===== src/rtl/arp_tx_if.sv =====
// ----------------------------------------------------------------------------
// arp_tx_if
// Byte-wide AXI-Stream style link carrying ARP frames towards the MAC TX path.
//
// Signals:
//   tdata  [7:0]  frame byte
//   tvalid        byte valid
//   tready        sink accepts the byte this cycle
//   tlast         marks the final byte of a frame
//
// Modports:
//   master - frame source (drives tdata/tvalid/tlast, samples tready)
//   slave  - frame sink   (drives tready, samples tdata/tvalid/tlast)
// ----------------------------------------------------------------------------
interface arp_tx_if;
    logic [7:0] tdata;
    logic       tvalid;
    logic       tready;
    logic       tlast;

    modport master (
        output tdata,
        output tvalid,
        output tlast,
        input  tready
    );

    modport slave (
        input  tdata,
        input  tvalid,
        input  tlast,
        output tready
    );
endinterface


===== src/rtl/arp_tx.sv =====
// ----------------------------------------------------------------------------
// arp_tx
// Transmit-side ARP frame generator. Builds 60-byte Ethernet/ARP frames
// (reply or request, FCS added downstream) and streams them byte by byte.
//
// Parameters:
//   LOCAL_MAC      own MAC address (Ethernet source and SHA)
//   LOCAL_IP       own IPv4 address (SPA)
//   REQ_TARGET_IP  TPA placed in request frames
//
// Ports:
//   aclk            clock
//   aresetn         asynchronous active-low reset
//   arp_resp_start  level; a rising edge asks for a reply frame
//   arp_resp_end    one-cycle pulse after a reply frame has been sent
//   arp_rq_start    one-cycle pulse asking for a request frame
//   arp_rq_end      one-cycle pulse after a request frame has been sent
//   mac_d_addr_in   requester MAC (reply destination and THA)
//   ip_d_addr_in    requester IP (reply TPA)
//   m_axis          byte stream master (tdata/tvalid/tready/tlast)
// ----------------------------------------------------------------------------
module arp_tx #(
    parameter logic [47:0] LOCAL_MAC     = 48'h02_00_00_00_00_01,
    parameter logic [31:0] LOCAL_IP      = 32'hC0A8_010A,
    parameter logic [31:0] REQ_TARGET_IP = 32'hC0A8_0101
) (
    input  logic        aclk,
    input  logic        aresetn,
    input  logic        arp_resp_start,
    output logic        arp_resp_end,
    input  logic        arp_rq_start,
    output logic        arp_rq_end,
    input  logic [47:0] mac_d_addr_in,
    input  logic [31:0] ip_d_addr_in,
    arp_tx_if.master    m_axis
);

    // Bytes 0..41 carry header content; 42..59 are zero padding.
    localparam int         HDR_BYTES = 42;
    localparam logic [5:0] LAST_BYTE = 6'd59;

    typedef enum logic [1:0] {
        ST_IDLE,
        ST_SEND,
        ST_DONE
    } state_t;

    state_t      state_reg, state_next;
    logic [5:0]  cnt_reg, cnt_next;
    logic        resp_prev_reg;
    logic        resp_pend_reg, resp_pend_next;
    logic        rq_pend_reg, rq_pend_next;
    logic        is_reply_reg, is_reply_next;
    logic [47:0] mac_reg, mac_next;
    logic [31:0] ip_reg, ip_next;

    logic        resp_rise;
    logic        start_reply;
    logic        start_req;

    // Edge detection: a level held high across the end pulse must not
    // produce a second reply.
    assign resp_rise = arp_resp_start & ~resp_prev_reg;

    // Pending flags collect triggers arriving in any state; several
    // triggers before the frame starts merge into one frame.
    assign resp_pend_next = (resp_pend_reg | resp_rise)    & ~start_reply;
    assign rq_pend_next   = (rq_pend_reg   | arp_rq_start) & ~start_req;

    always_ff @(posedge aclk or negedge aresetn) begin
        if (!aresetn) begin
            state_reg     <= ST_IDLE;
            cnt_reg       <= '0;
            resp_prev_reg <= 1'b0;
            resp_pend_reg <= 1'b0;
            rq_pend_reg   <= 1'b0;
            is_reply_reg  <= 1'b0;
            mac_reg       <= '0;
            ip_reg        <= '0;
        end else begin
            state_reg     <= state_next;
            cnt_reg       <= cnt_next;
            resp_prev_reg <= arp_resp_start;
            resp_pend_reg <= resp_pend_next;
            rq_pend_reg   <= rq_pend_next;
            is_reply_reg  <= is_reply_next;
            mac_reg       <= mac_next;
            ip_reg        <= ip_next;
        end
    end

    always_comb begin
        state_next    = state_reg;
        cnt_next      = cnt_reg;
        is_reply_next = is_reply_reg;
        mac_next      = mac_reg;
        ip_next       = ip_reg;
        start_reply   = 1'b0;
        start_req     = 1'b0;
        m_axis.tvalid = 1'b0;
        m_axis.tlast  = 1'b0;
        arp_resp_end  = 1'b0;
        arp_rq_end    = 1'b0;

        case (state_reg)
            ST_IDLE: begin
                // Reply wins when both are pending; the request stays
                // pending and goes out right after.
                if (resp_pend_reg || resp_rise) begin
                    start_reply = 1'b1;
                end else if (rq_pend_reg || arp_rq_start) begin
                    start_req = 1'b1;
                end
                if (start_reply || start_req) begin
                    state_next    = ST_SEND;
                    cnt_next      = '0;
                    is_reply_next = start_reply;
                    mac_next      = mac_d_addr_in;
                    ip_next       = ip_d_addr_in;
                end
            end

            ST_SEND: begin
                m_axis.tvalid = 1'b1;
                m_axis.tlast  = (cnt_reg == LAST_BYTE);
                if (m_axis.tready) begin
                    if (cnt_reg == LAST_BYTE) begin
                        state_next = ST_DONE;
                        cnt_next   = '0;
                    end else begin
                        cnt_next = cnt_reg + 6'd1;
                    end
                end
            end

            ST_DONE: begin
                arp_resp_end = is_reply_reg;
                arp_rq_end   = ~is_reply_reg;
                state_next   = ST_IDLE;
            end

            default: begin
                state_next = ST_IDLE;
            end
        endcase
    end

    // Frame content is derived from the snapshot only, so tdata cannot move
    // while a byte is stalled.
    logic [47:0]            dst_mac;
    logic [47:0]            tha;
    logic [31:0]            tpa;
    logic [15:0]            oper;
    logic [HDR_BYTES*8-1:0] hdr_vec;
    logic [7:0]             hdr_bytes [HDR_BYTES];

    assign dst_mac = is_reply_reg ? mac_reg : 48'hFFFF_FFFF_FFFF;
    assign tha     = is_reply_reg ? mac_reg : 48'h0;
    assign tpa     = is_reply_reg ? ip_reg  : REQ_TARGET_IP;
    assign oper    = is_reply_reg ? 16'h0002 : 16'h0001;

    // Ethernet header + ARP body, most significant byte = frame byte 0.
    assign hdr_vec = {dst_mac, LOCAL_MAC, 16'h0806,
                      16'h0001, 16'h0800, 8'h06, 8'h04, oper,
                      LOCAL_MAC, LOCAL_IP, tha, tpa};

    generate
        for (genvar gi = 0; gi < HDR_BYTES; gi++) begin : g_hdr_byte
            assign hdr_bytes[gi] = hdr_vec[(HDR_BYTES-1-gi)*8 +: 8];
        end
    endgenerate

    assign m_axis.tdata = (state_reg == ST_SEND && cnt_reg < 6'(HDR_BYTES))
                          ? hdr_bytes[cnt_reg] : 8'h00;

endmodule


===== src/flat_wrapper.sv =====
// flat-port wrapper written by rule: the top's interface ports become plain ports
module arp_tx_flat 
#(
    parameter logic [47:0] LOCAL_MAC     = 48'h02_00_00_00_00_01,
    parameter logic [31:0] LOCAL_IP      = 32'hC0A8_010A,
    parameter logic [31:0] REQ_TARGET_IP = 32'hC0A8_0101
)
  (aclk, aresetn, arp_resp_start, arp_resp_end, arp_rq_start, arp_rq_end, mac_d_addr_in, ip_d_addr_in, m_axis_tdata, m_axis_tvalid, m_axis_tlast, m_axis_tready);
  arp_tx_if m_axis_i ();
  input  logic aclk;
  input  logic aresetn;
  input  logic arp_resp_start;
  output logic arp_resp_end;
  input  logic arp_rq_start;
  output logic arp_rq_end;
  input  logic [47:0] mac_d_addr_in;
  input  logic [31:0] ip_d_addr_in;
  output wire logic [$bits(m_axis_i.tdata)-1:0] m_axis_tdata;
  output wire logic [$bits(m_axis_i.tvalid)-1:0] m_axis_tvalid;
  output wire logic [$bits(m_axis_i.tlast)-1:0] m_axis_tlast;
  input wire logic [$bits(m_axis_i.tready)-1:0] m_axis_tready;
  assign m_axis_tdata = m_axis_i.tdata;
  assign m_axis_tvalid = m_axis_i.tvalid;
  assign m_axis_tlast = m_axis_i.tlast;
  assign m_axis_i.tready = m_axis_tready;
  arp_tx #(.LOCAL_MAC(LOCAL_MAC), .LOCAL_IP(LOCAL_IP), .REQ_TARGET_IP(REQ_TARGET_IP)) u_core (.aclk(aclk), .aresetn(aresetn), .arp_resp_start(arp_resp_start), .arp_resp_end(arp_resp_end), .arp_rq_start(arp_rq_start), .arp_rq_end(arp_rq_end), .mac_d_addr_in(mac_d_addr_in), .ip_d_addr_in(ip_d_addr_in), .m_axis(m_axis_i));
endmodule

===== config.mk =====
export PLATFORM = sky130hd
export DESIGN_NAME = arp_tx_flat
export DESIGN_NICKNAME = d
export VERILOG_FILES = /design/src/rtl/arp_tx_if.sv /design/src/rtl/arp_tx.sv /design/src/flat_wrapper.sv
export SDC_FILE = /design/constraint.sdc
export NUM_CORES = 1
export LEC_CHECK = 0
export CORE_MARGIN = 3
export CORE_UTILIZATION = 40
export DETAILED_ROUTE_END_ITERATION = 8
export PLACE_DENSITY = 0.68
export SLEW_MARGIN = 30
export SYNTH_ARGS = -nofsm -noshare
export SYNTH_HDL_FRONTEND = slang
export SYNTH_SLANG_ARGS = --single-unit

===== constraint.sdc =====
create_clock -name aclk -period 2.2 [get_ports aclk]
set_clock_uncertainty 0.1 [all_clocks]
set_input_delay 0.22 -clock aclk [delete_from_list [all_inputs] [get_ports aclk]]
set_output_delay 0.22 -clock aclk [all_outputs]
set_load 0.05 [all_outputs]

==> qor.yml, run 1 <==
critical_path:
  end_kind: "output pin"
  critPathLaunchType: "flop"
  r2r_cells: 7
  crit_end: "m_axis_tdata[2]"
  critPathKind: "reg -> out"
  crit_arrival_ps: 2390
  required_ps: 1880
  rr_endpoint: "u_core.cnt_reg[2]"
  crit_path_max_fanout: 6
  crit_start: "u_core.cnt_reg[0]"
  rrSetupSlack_ps: 80
  r2r-start: "u_core.cnt_reg[0]"
yosys:
  synth_compound_area_share_pct: 11.0
  synthMuxAreaShare_pct: 25.8
  synth_flop_cell: "dfrtp_1"
  synth-simple-area-share_pct: 11.4
  synth_top_family_by_area: "multiplexers"
  synth_top_area_cell: "dfrtp_1"
  synth-async-reset-ratio_pct: 100
  yosysSeqAreaShare_pct: 46.3
  synth_edf_count: 0
  synth.net_count: 523
  synth_fa_ha_area_share_pct: 1.51
  synth_area_leaders: "dfrtp_1 46%, mux2_2 22%, mux2i_1 3.0%, buf_2 1.8%, ha_1 1.5%"
  synth_top_area_share_pct: 46.3
  synth-warning-count: 0
  synth.distinct_cells: 59
  netlist_area_sq_mm: 0.00497
  yosys_register_bits: 92
  syn_inst: 432
  avgSynthCellArea_sq_um: 11.5
  synth-xor-area-share_pct: 0
place:
  place_ws_ps: -297
  numPortBuffers: 96
  gp_congestion: 0.964
  dp_hpwl_mm: 11.3
run:
  cap_violations: 0
die:
  ios: 97
  coreArea_sq_mm: 0.0121
  initial_core_util_pct: 41.2
  fp.dieArea_sq_mm: 0.0138
  die_width_microns: 117
  fp.dieH_microns: 117
  rows: 40
clock_tree:
  cts_tree: "done"
  clock_sinks: 92
  numCtsBuffers: 9
  cts_root_buffer: "clkbuf_16"
  clk_pin_slew_ps: 60
  clk_path_buf_depth: 2
  worstSkewPairLatency_ps: 340
  ctsHtreeMaxLevel: 3
routing:
  drt_iter0_markers: 256
  wire_per_inst_microns: 19.3
  drcViolationCount: 0
  dr.pass1.iters: 5
  num_vias: 4103
  wl_mm: 14.7
  vias_per_cell: 5.40
  ant_nets: 0
layout:
  multi_input_area_sq_mm: 0.00265
  syn2layout_area_growth_pct: 46.8
  final_common_cell: "mux2_2"
  seqCellArea_sq_mm: 0.00231
  fillCellCount: 1027
  diodes: 0
  layout.nets: 679
  largest_register_ffs: 48
  layout-drive-gt1-share_pct: 40.0
  mostFrequentLayoutCells: "95 x mux2_2, 89 x dfrtp_1, 83 x clkdlybuf4s50_1"
  final_util_pct: 60.5
sta:
  finalSetupViolations: 9
  relSlewSlack_pct: 69.0
  max_freq_ghz: 0.368
  rsz0062_at_grt: "yes"
  finalHoldViolCount: 0
  slew_violations: 0
  worst_pin_slew_ps: 465
  timing.final.ws_setup_ps: -514
  fin_crit_sh_pct: 123
  period_needed_ps: 2710
global_routing:
  grt_pass1_wl_mm: 23.7
  overflow: 0
  grt_use_total_pct: 21.6
  grt_max_degree: 56
  antenna_found_initial: 0
  grt_pass1_vias: 4412
pwr:
  leakage_nw: 3.11
  p_per_area_mw_per_mm2: 1640
  ir_worst_vdd_mv: 1.14
status:
  status: "complete, but fails checks"
  violations: "setup timing"
hold_path:
  hp-class: "in -> async"
## synth_stat cells, types with 3 or more instances
library cell,count
and2_1,7
nor3b_1,5
a31oi_1,5
mux2_2,97
o211ai_1,4
nor2_1,15
and3b_1,3
buf_4,4
nand2_1,17
o221ai_1,3
mux2i_1,15
nand3_1,14
a222oi_1,3
ha_1,6
a221oi_1,3
o22ai_1,3
inv_1,8
o21ai_0,13
clkbuf_1,8
buf_2,18
nor2b_1,5
a21oi_1,14
nor3_1,3
a22oi_1,5
dfrtp_1,92
nand2b_1,11
nand4_1,6
## where the power goes
part           leakage, nW  switching (mW)  internal (mW)
Sequential            1.10           0.527           2.51
Combinational         1.86            3.52           3.88
Clock                0.139           0.634          0.910
Total                 3.11            4.68           7.30
## metal layers
layer  share of wire [%]  routed length, microns  track usage (%)
met1                  44                    6470             29.1
met2                  48                    7050             34.6
met3                 5.3                     777             4.10
met4                 2.4                     346             8.36
met5                   0                       0                0
## worst max-delay path, stage by stage (launching register included)
cell	delay, ps
dfrtp_2	480
buf_12	160
mux2_4	280
a222oi_1	350
buf_4	210
o21ai_2	60
a311o_2	350
buf_8	160
## how the worst min path moves through the flow
stage	to	depth (start not counted)	slack, ps
after floorplan	u_core.cnt_reg[0]	0	-180
after global placement	u_core.ip_reg[11]	1	-6
after detailed placement	u_core.ip_reg[11]	1	-7
after CTS	u_core.mac_reg[6]	2	180
after global routing	u_core.mac_reg[6]	2	180
final	u_core.ip_reg[11]	2	180
## kinds of logic (layout without fill, tap and decap cells)
family          Yosys count  count (layout)
buf+inv                  40             200
fa+ha+maj                 6               6
flops                    92              92
simple gates            102             102
compound gates           78              78
mux                     114             114
## per-stage QoR
stage | instance area [sq um] | setup TNS [ps] | hold WS [ps] | power (mW) | instances
floorplan | 5040 | -86.4 | -176 | 6.99 | 432
global placement | 6760 | -1030 | -5.95 | 9.78 | 738
detailed placement | 6760 | -1340 | -7.06 | 9.90 | 738
CTS | 7190 | -3730 | 176 | 11.8 | 759
global route | 7290 | -4150 | 176 | 12.7 | 760
finish | 7290 | -3560 | 178 | 12.0 | 760
## timing repair
| action | in CTS | in global routing |
|---|---|---|
| endpoints found under the hold margin | 92 | 0 |
| resized for setup | 14 | 24 |
| endpoints found under the setup margin | 13 | 12 |
| hold buffers | 1 | 0 |
| setup buffers | 4 | 1 |
| cloned | 1 | 0 |
| pin swaps | 8 | 8 |
## cell type report
| class | count | area share (%) |
|---|---|---|
| Inverter | 9 | 0.463 |
| Tap cell | 168 | 2.88 |
| Sequential cell | 92 | 31.6 |
| Timing Repair Buffer | 176 | 24.7 |
| Clock buffer | 12 | 3.38 |
| Multi-Input combinational cell | 300 | 36.3 |
| Clock inverter | 3 | 0.635 |
No activity file was read; power rests on OpenSTA's default activity.
==> run 2, diff against run 1 <==
--- a/config.mk
+++ b/config.mk
@@ -8,6 +8,7 @@
 export CORE_MARGIN = 3
 export CORE_UTILIZATION = 40
 export DETAILED_ROUTE_END_ITERATION = 8
+export GPL_TIMING_DRIVEN = 0
 export PLACE_DENSITY = 0.68
 export SLEW_MARGIN = 30
 export SYNTH_ARGS = -nofsm -noshare
==> run 2 against run 1 <==
Against the previous run: the run still ends with setup timing left; worst setup slack lost 75 ps; cell count shrank 3.6%; utilization down 1.5 points; first-iteration DRC count up 25%; via count grew 1.4%; register-to-register slack improved by 60 ps; non-clock buffer count down 28; largest cell class unchanged.
==> qor.yml, run 2 (same netlist as run 1, synthesis figures left out) <==
routing:
  drt_iter0_markers: 321
  drcViolationCount: 0
  vias_per_cell: 5.68
  wl_mm: 16.2
  ant_nets: 0
  dr.pass1.iters: 7
  num_vias: 4161
  wire_per_inst_microns: 22.0
place:
  gp_congestion: 0.927
  place_ws_ps: -1070
  numPortBuffers: 96
  dp_hpwl_mm: 11.7
clock_tree:
  worstSkewPairLatency_ps: 350
  cts_root_buffer: "clkbuf_16"
  clock_sinks: 92
  clk_path_buf_depth: 2
  numCtsBuffers: 9
  ctsHtreeMaxLevel: 3
  cts_tree: "done"
  clk_pin_slew_ps: 60
critical_path:
  required_ps: 1880
  r2r-start: "u_core.rq_pend_reg"
  crit_start: "u_core.cnt_reg[0]"
  crit_path_max_fanout: 4
  rrSetupSlack_ps: 140
  critPathSlowestCell: "dfrtp_2"
  crit_end: "m_axis_tdata[6]"
  critPathLaunchType: "flop"
  cpMostUsedCell: "buf_6"
  rr_endpoint: "u_core.mac_reg[43]"
  slowest_delay_ps: 480
  crit_arrival_ps: 2470
  r2r_cells: 5
  cp_cell_sequence: "buf_6, buf_6, mux2_4, a222oi_1, o211ai_1, a211o_2, buf_8"
  critPathKind: "reg -> out"
  end_kind: "output pin"
layout:
  layout.nets: 651
  mostFrequentLayoutCells: "91 x mux2_2, 87 x dfrtp_1, 83 x clkdlybuf4s50_1"
  final_common_cell: "mux2_2"
  layout-drive-gt1-share_pct: 39.6
  diodes: 0
  fillCellCount: 1007
  syn2layout_area_growth_pct: 43.1
  largest_register_ffs: 48
sta:
  max_freq_ghz: 0.358
  timing.final.ws_setup_ps: -590
  slew_violations: 0
  relSlewSlack_pct: 61.5
  worst_pin_slew_ps: 578
  period_needed_ps: 2790
  rsz0062_at_grt: "yes"
  finalSetupViolations: 8
  fin_crit_sh_pct: 127
  finalHoldViolCount: 0
global_routing:
  grt_max_degree: 57
  grt_pass1_vias: 4353
  antenna_found_initial: 0
  grt_use_total_pct: 23.8
  grt_pass1_wl_mm: 25.0
  overflow: 0
die:
  fp.dieArea_sq_mm: 0.0138
  rows: 40
  initial_core_util_pct: 41.2
  coreArea_sq_mm: 0.0121
  fp.dieH_microns: 117
  die_width_microns: 117
  ios: 97
pwr:
  p_per_area_mw_per_mm2: 1680
  leakage_nw: 2.92
  ir_worst_vdd_mv: 0.895
  power.total_mw: 12.0
status:
  status: "complete, but fails checks"
  violations: "setup timing"
run:
  cap_violations: 0
hold_path:
  hp-class: "in -> async"
-- run 2: worst max-delay path: cells and delay by family (launching register included) --
family / cells / cell delay, ps
AOI/OAI and AO/OA: 3 / 890
DFF: 1 / 480
buffers and inverters: 3 / 430
muxes: 1 / 310
-- run 2: per-layer routing --
layer	track usage (%)	up-vias	part of all wire [%]
met3	5.26	38	5.7
met2	38.3	171	48
met1	31.5	2086	44
met5	0	-	0
li1	-	1866	-
met4	8.94	0	2.9
-- run 2: layout make-up --
class | instances | area [sq um] | area share [%]
Multi-Input combinational cell | 300 | 2770 | 39.0
Sequential cell | 92 | 2310 | 32.5
Timing Repair Buffer | 118 | 1220 | 17.1
Buffer | 30 | 235 | 3.31
Clock buffer | 10 | 229 | 3.22
Tap cell | 168 | 210 | 2.96
Clock inverter | 6 | 93.8 | 1.32
Inverter | 9 | 38.8 | 0.546
-- run 2: worst min-delay path by stage --
stage	from	end	slack [ps]	depth (start not counted)
floorplan	aresetn	u_core.cnt_reg[0]	-180	0
global placement	u_core.ip_reg[23]	u_core.ip_reg[23]	380	1
detailed placement	aresetn	u_core.ip_reg[3]	40	1
CTS	aresetn	u_core.ip_reg[3]	240	2
global route	aresetn	u_core.ip_reg[3]	270	2
finish	aresetn	u_core.ip_reg[3]	240	2
-- run 2: stage by stage --
stage | instances | setup TNS, ps | hold slack, ps | util [%] | area [sq um]
2_1_floorplan | 432 | -86.4 | -176 | - | 5040
3_3_place_gp | 696 | -243460 | 381 | 51.5 | 6210
3_5_place_dp | 697 | -13580 | 44.9 | 51.8 | 6240
4_1_cts | 729 | -4270 | 242 | 58.1 | 7000
5_1_grt | 733 | -4950 | 266 | 58.9 | 7110
6_report | 733 | -4460 | 242 | 58.9 | 7110
-- run 2: power breakdown --
part	internal [mW]	leakage (nW)	switching (mW)
Combinational	3.40	1.66	3.77
Clock	1.01	0.154	0.680
Sequential	2.52	1.10	0.584
Total	6.92	2.92	5.04
-- run 2: repair_timing --
| action | 4_1_cts | 5_1_grt |
|---|---|---|
| endpoints found under the setup margin | 12 | 11 |
| hold buffers | 1 | 0 |
| hold endpoints to repair | 36 | 0 |
| gates resized for setup | 136 | 21 |
| cloned | 2 | 0 |
| pin swaps | 15 | 21 |
| buffers inserted | 14 | 4 |
==> run 3, diff against run 2 <==
--- a/config.mk
+++ b/config.mk
@@ -9,7 +9,7 @@
 export CORE_UTILIZATION = 40
 export DETAILED_ROUTE_END_ITERATION = 8
 export GPL_TIMING_DRIVEN = 0
-export PLACE_DENSITY = 0.68
+export PLACE_DENSITY = 0.69
 export SLEW_MARGIN = 30
 export SYNTH_ARGS = -nofsm -noshare
 export SYNTH_HDL_FRONTEND = slang
==> run 3 against run 2 <==
Against the previous run: the flow still finishes with violations (setup timing); power is 6.9% lower; fmax is 0.60% higher; clock-buffer cell count is 1 lower; critical path depth stayed put; via count is 2.3% lower; design area is 3.5% lower; first-iteration DRC count is 27% lower; worst hold slack better by 11 ps; die area stayed put; register-to-register slack worse by 40 ps; sequential share of layout area is 1.2 points higher.
==> qor.yml, run 3 (same netlist as run 1, synthesis figures left out) <==
status:
  status: "complete, but fails checks"
  violations: "setup timing"
critical_path:
  critPathKind: "reg -> out"
  critPathBufInv: 3
  crit_path_max_fanout: 5
  cpMostUsedCell: "buf_6"
  crit_arrival_ps: 2450
  crit_family: "compound AO/OA/AOI/OAI gates"
  required_ps: 1880
  slowest_delay_ps: 460
  end_kind: "output pin"
  critPathLaunchType: "flop"
  critPathSlowestCell: "dfrtp_2"
  cp_cell_sequence: "buf_6, buf_6, mux2_4, a222oi_1, o211ai_1, a211o_2, buf_8"
sta:
  slew_violations: 0
  worst_pin_slew_ps: 569
  timing.hold.ws_ps: 253
  period_needed_ps: 2770
  finalSetupViolations: 8
  max_freq_ghz: 0.361
  fin_crit_sh_pct: 126
  finalHoldViolCount: 0
  relSlewSlack_pct: 62.1
  rsz0062_at_grt: "yes"
  timing.final.ws_setup_ps: -573
pwr:
  p_int_mw: 6.36
  power_frac_clock_pct: 12.3
  leakage_nw: 2.82
  combPwrFrac_pct: 60.3
  ir_worst_vdd_mv: 1.02
  power.net_switching_mw: 4.78
  power.total_mw: 11.1
  seqPwrFrac_pct: 27.5
  switching_share_pct: 42.9
  p_per_area_mw_per_mm2: 1620
clock_tree:
  clk_pin_slew_ps: 60
  numCtsBuffers: 9
  cts_tree: "done"
  clock_sinks: 92
  worstSkewPairLatency_ps: 340
  clk_path_buf_depth: 2
  ctsHtreeMaxLevel: 3
  cts_root_buffer: "clkbuf_16"
place:
  numPortBuffers: 96
  dp_hpwl_mm: 11.6
  place_ws_ps: -1030
  gp_congestion: 0.941
  dpl_cell_area_sq_mm: 0.00624
layout:
  mostFrequentLayoutCells: "95 x mux2_2, 88 x dfrtp_1, 83 x clkdlybuf4s50_1"
  syn2layout_area_growth_pct: 38.1
  largest_register_ffs: 48
  diodes: 0
  layout-drive-gt1-share_pct: 37.1
  final_util_pct: 56.9
  final_common_cell: "mux2_2"
  layout.nets: 642
  final_cell_area_sq_mm: 0.00686
global_routing:
  grt_pass1_vias: 4294
  grt_max_degree: 53
  grt_use_total_pct: 23.1
  antenna_found_initial: 0
  grt_pass1_wl_mm: 24.5
  overflow: 0
routing:
  drcViolationCount: 0
  num_vias: 4067
  wire_per_inst_microns: 22.0
  dr.pass1.iters: 4
  wl_mm: 15.8
  ant_nets: 0
  drt_iter0_markers: 234
  vias_per_cell: 5.65
run:
  cap_violations: 0
die:
  ios: 97
  die_width_microns: 117
  fp.dieArea_sq_mm: 0.0138
  rows: 40
  fp.dieH_microns: 117
  coreArea_sq_mm: 0.0121
  initial_core_util_pct: 41.2
hold_path:
  hp-class: "in -> reg"
[run 3: metrics by stage]
step	TNS [ps]	cells
4_1_cts	-4230	716
2_1_floorplan	-86.4	432
3_5_place_dp	-13940	697
5_1_grt	-4180	720
6_report	-3610	720
3_3_place_gp	-240160	696
[run 3: timing repair]
item	in CTS	in global routing
buffers inserted	6	3
hold buffers	1	0
endpoints found under the hold margin	40	0
cloned	1	1
endpoints found under the setup margin	12	11
pin swaps	6	12
gates resized for setup	101	39
[run 3: final cells by class]
cell class / instances / area (sq um)
clock inverters: 3 / 18.8
flip-flops and latches: 92 / 2310
multi-input cells: 300 / 2710
plain buffers: 30 / 230
well taps: 168 / 210
fillers: 1042 / 5200
repair buffers: 109 / 1120
clock buffers: 9 / 225
inverters: 9 / 38.8
[run 3: power groups by stage]
stage          Combinational, mW  Clock (mW)  Sequential, mW
2_1_floorplan               4.17           0            2.81
3_3_place_gp                5.87           0            2.94
3_5_place_dp                5.92           0            2.99
4_1_cts                     6.24        1.39            3.02
5_1_grt                     7.11        1.46            3.16
6_report                    6.71        1.37            3.06
[run 3: worst register-to-register path, cell delays in order, from the launching register on]
cell and delay (ps):
dfrtp_2 460, buf_4 160, ha_2 200, nor2b_2 170
and3_1 200, buf_4 140, or3_1 410, o21ai_0 180
[run 3: final timing paths]
| check | from | to | slack [ps] | cells after the start |
|---|---|---|---|---|
| min | arp_resp_start | u_core.resp_prev_reg | 250 | 1 |
| max | u_core.cnt_reg[0] | m_axis_tdata[6] | -570 | 7 |
| max reg2reg | u_core.cnt_reg[0] | u_core.cnt_reg[2] | 100 | 7 |
| min in group asynchronous | aresetn | u_core.ip_reg[11] | 260 | 2 |
| min reg2reg | u_core.mac_reg[42] | u_core.mac_reg[42] | 400 | 1 |
| max in group asynchronous | aresetn | u_core.mac_reg[30] | 1150 | 3 |
[run 3: routing by layer]
metal	track usage (%)	share of wire, %	vias up
met5	0	0	-
li1	-	-	1844
met3	4.24	5.6	29
met2	37.0	48	137
met1	31.3	44	2057
met4	8.72	2.5	0
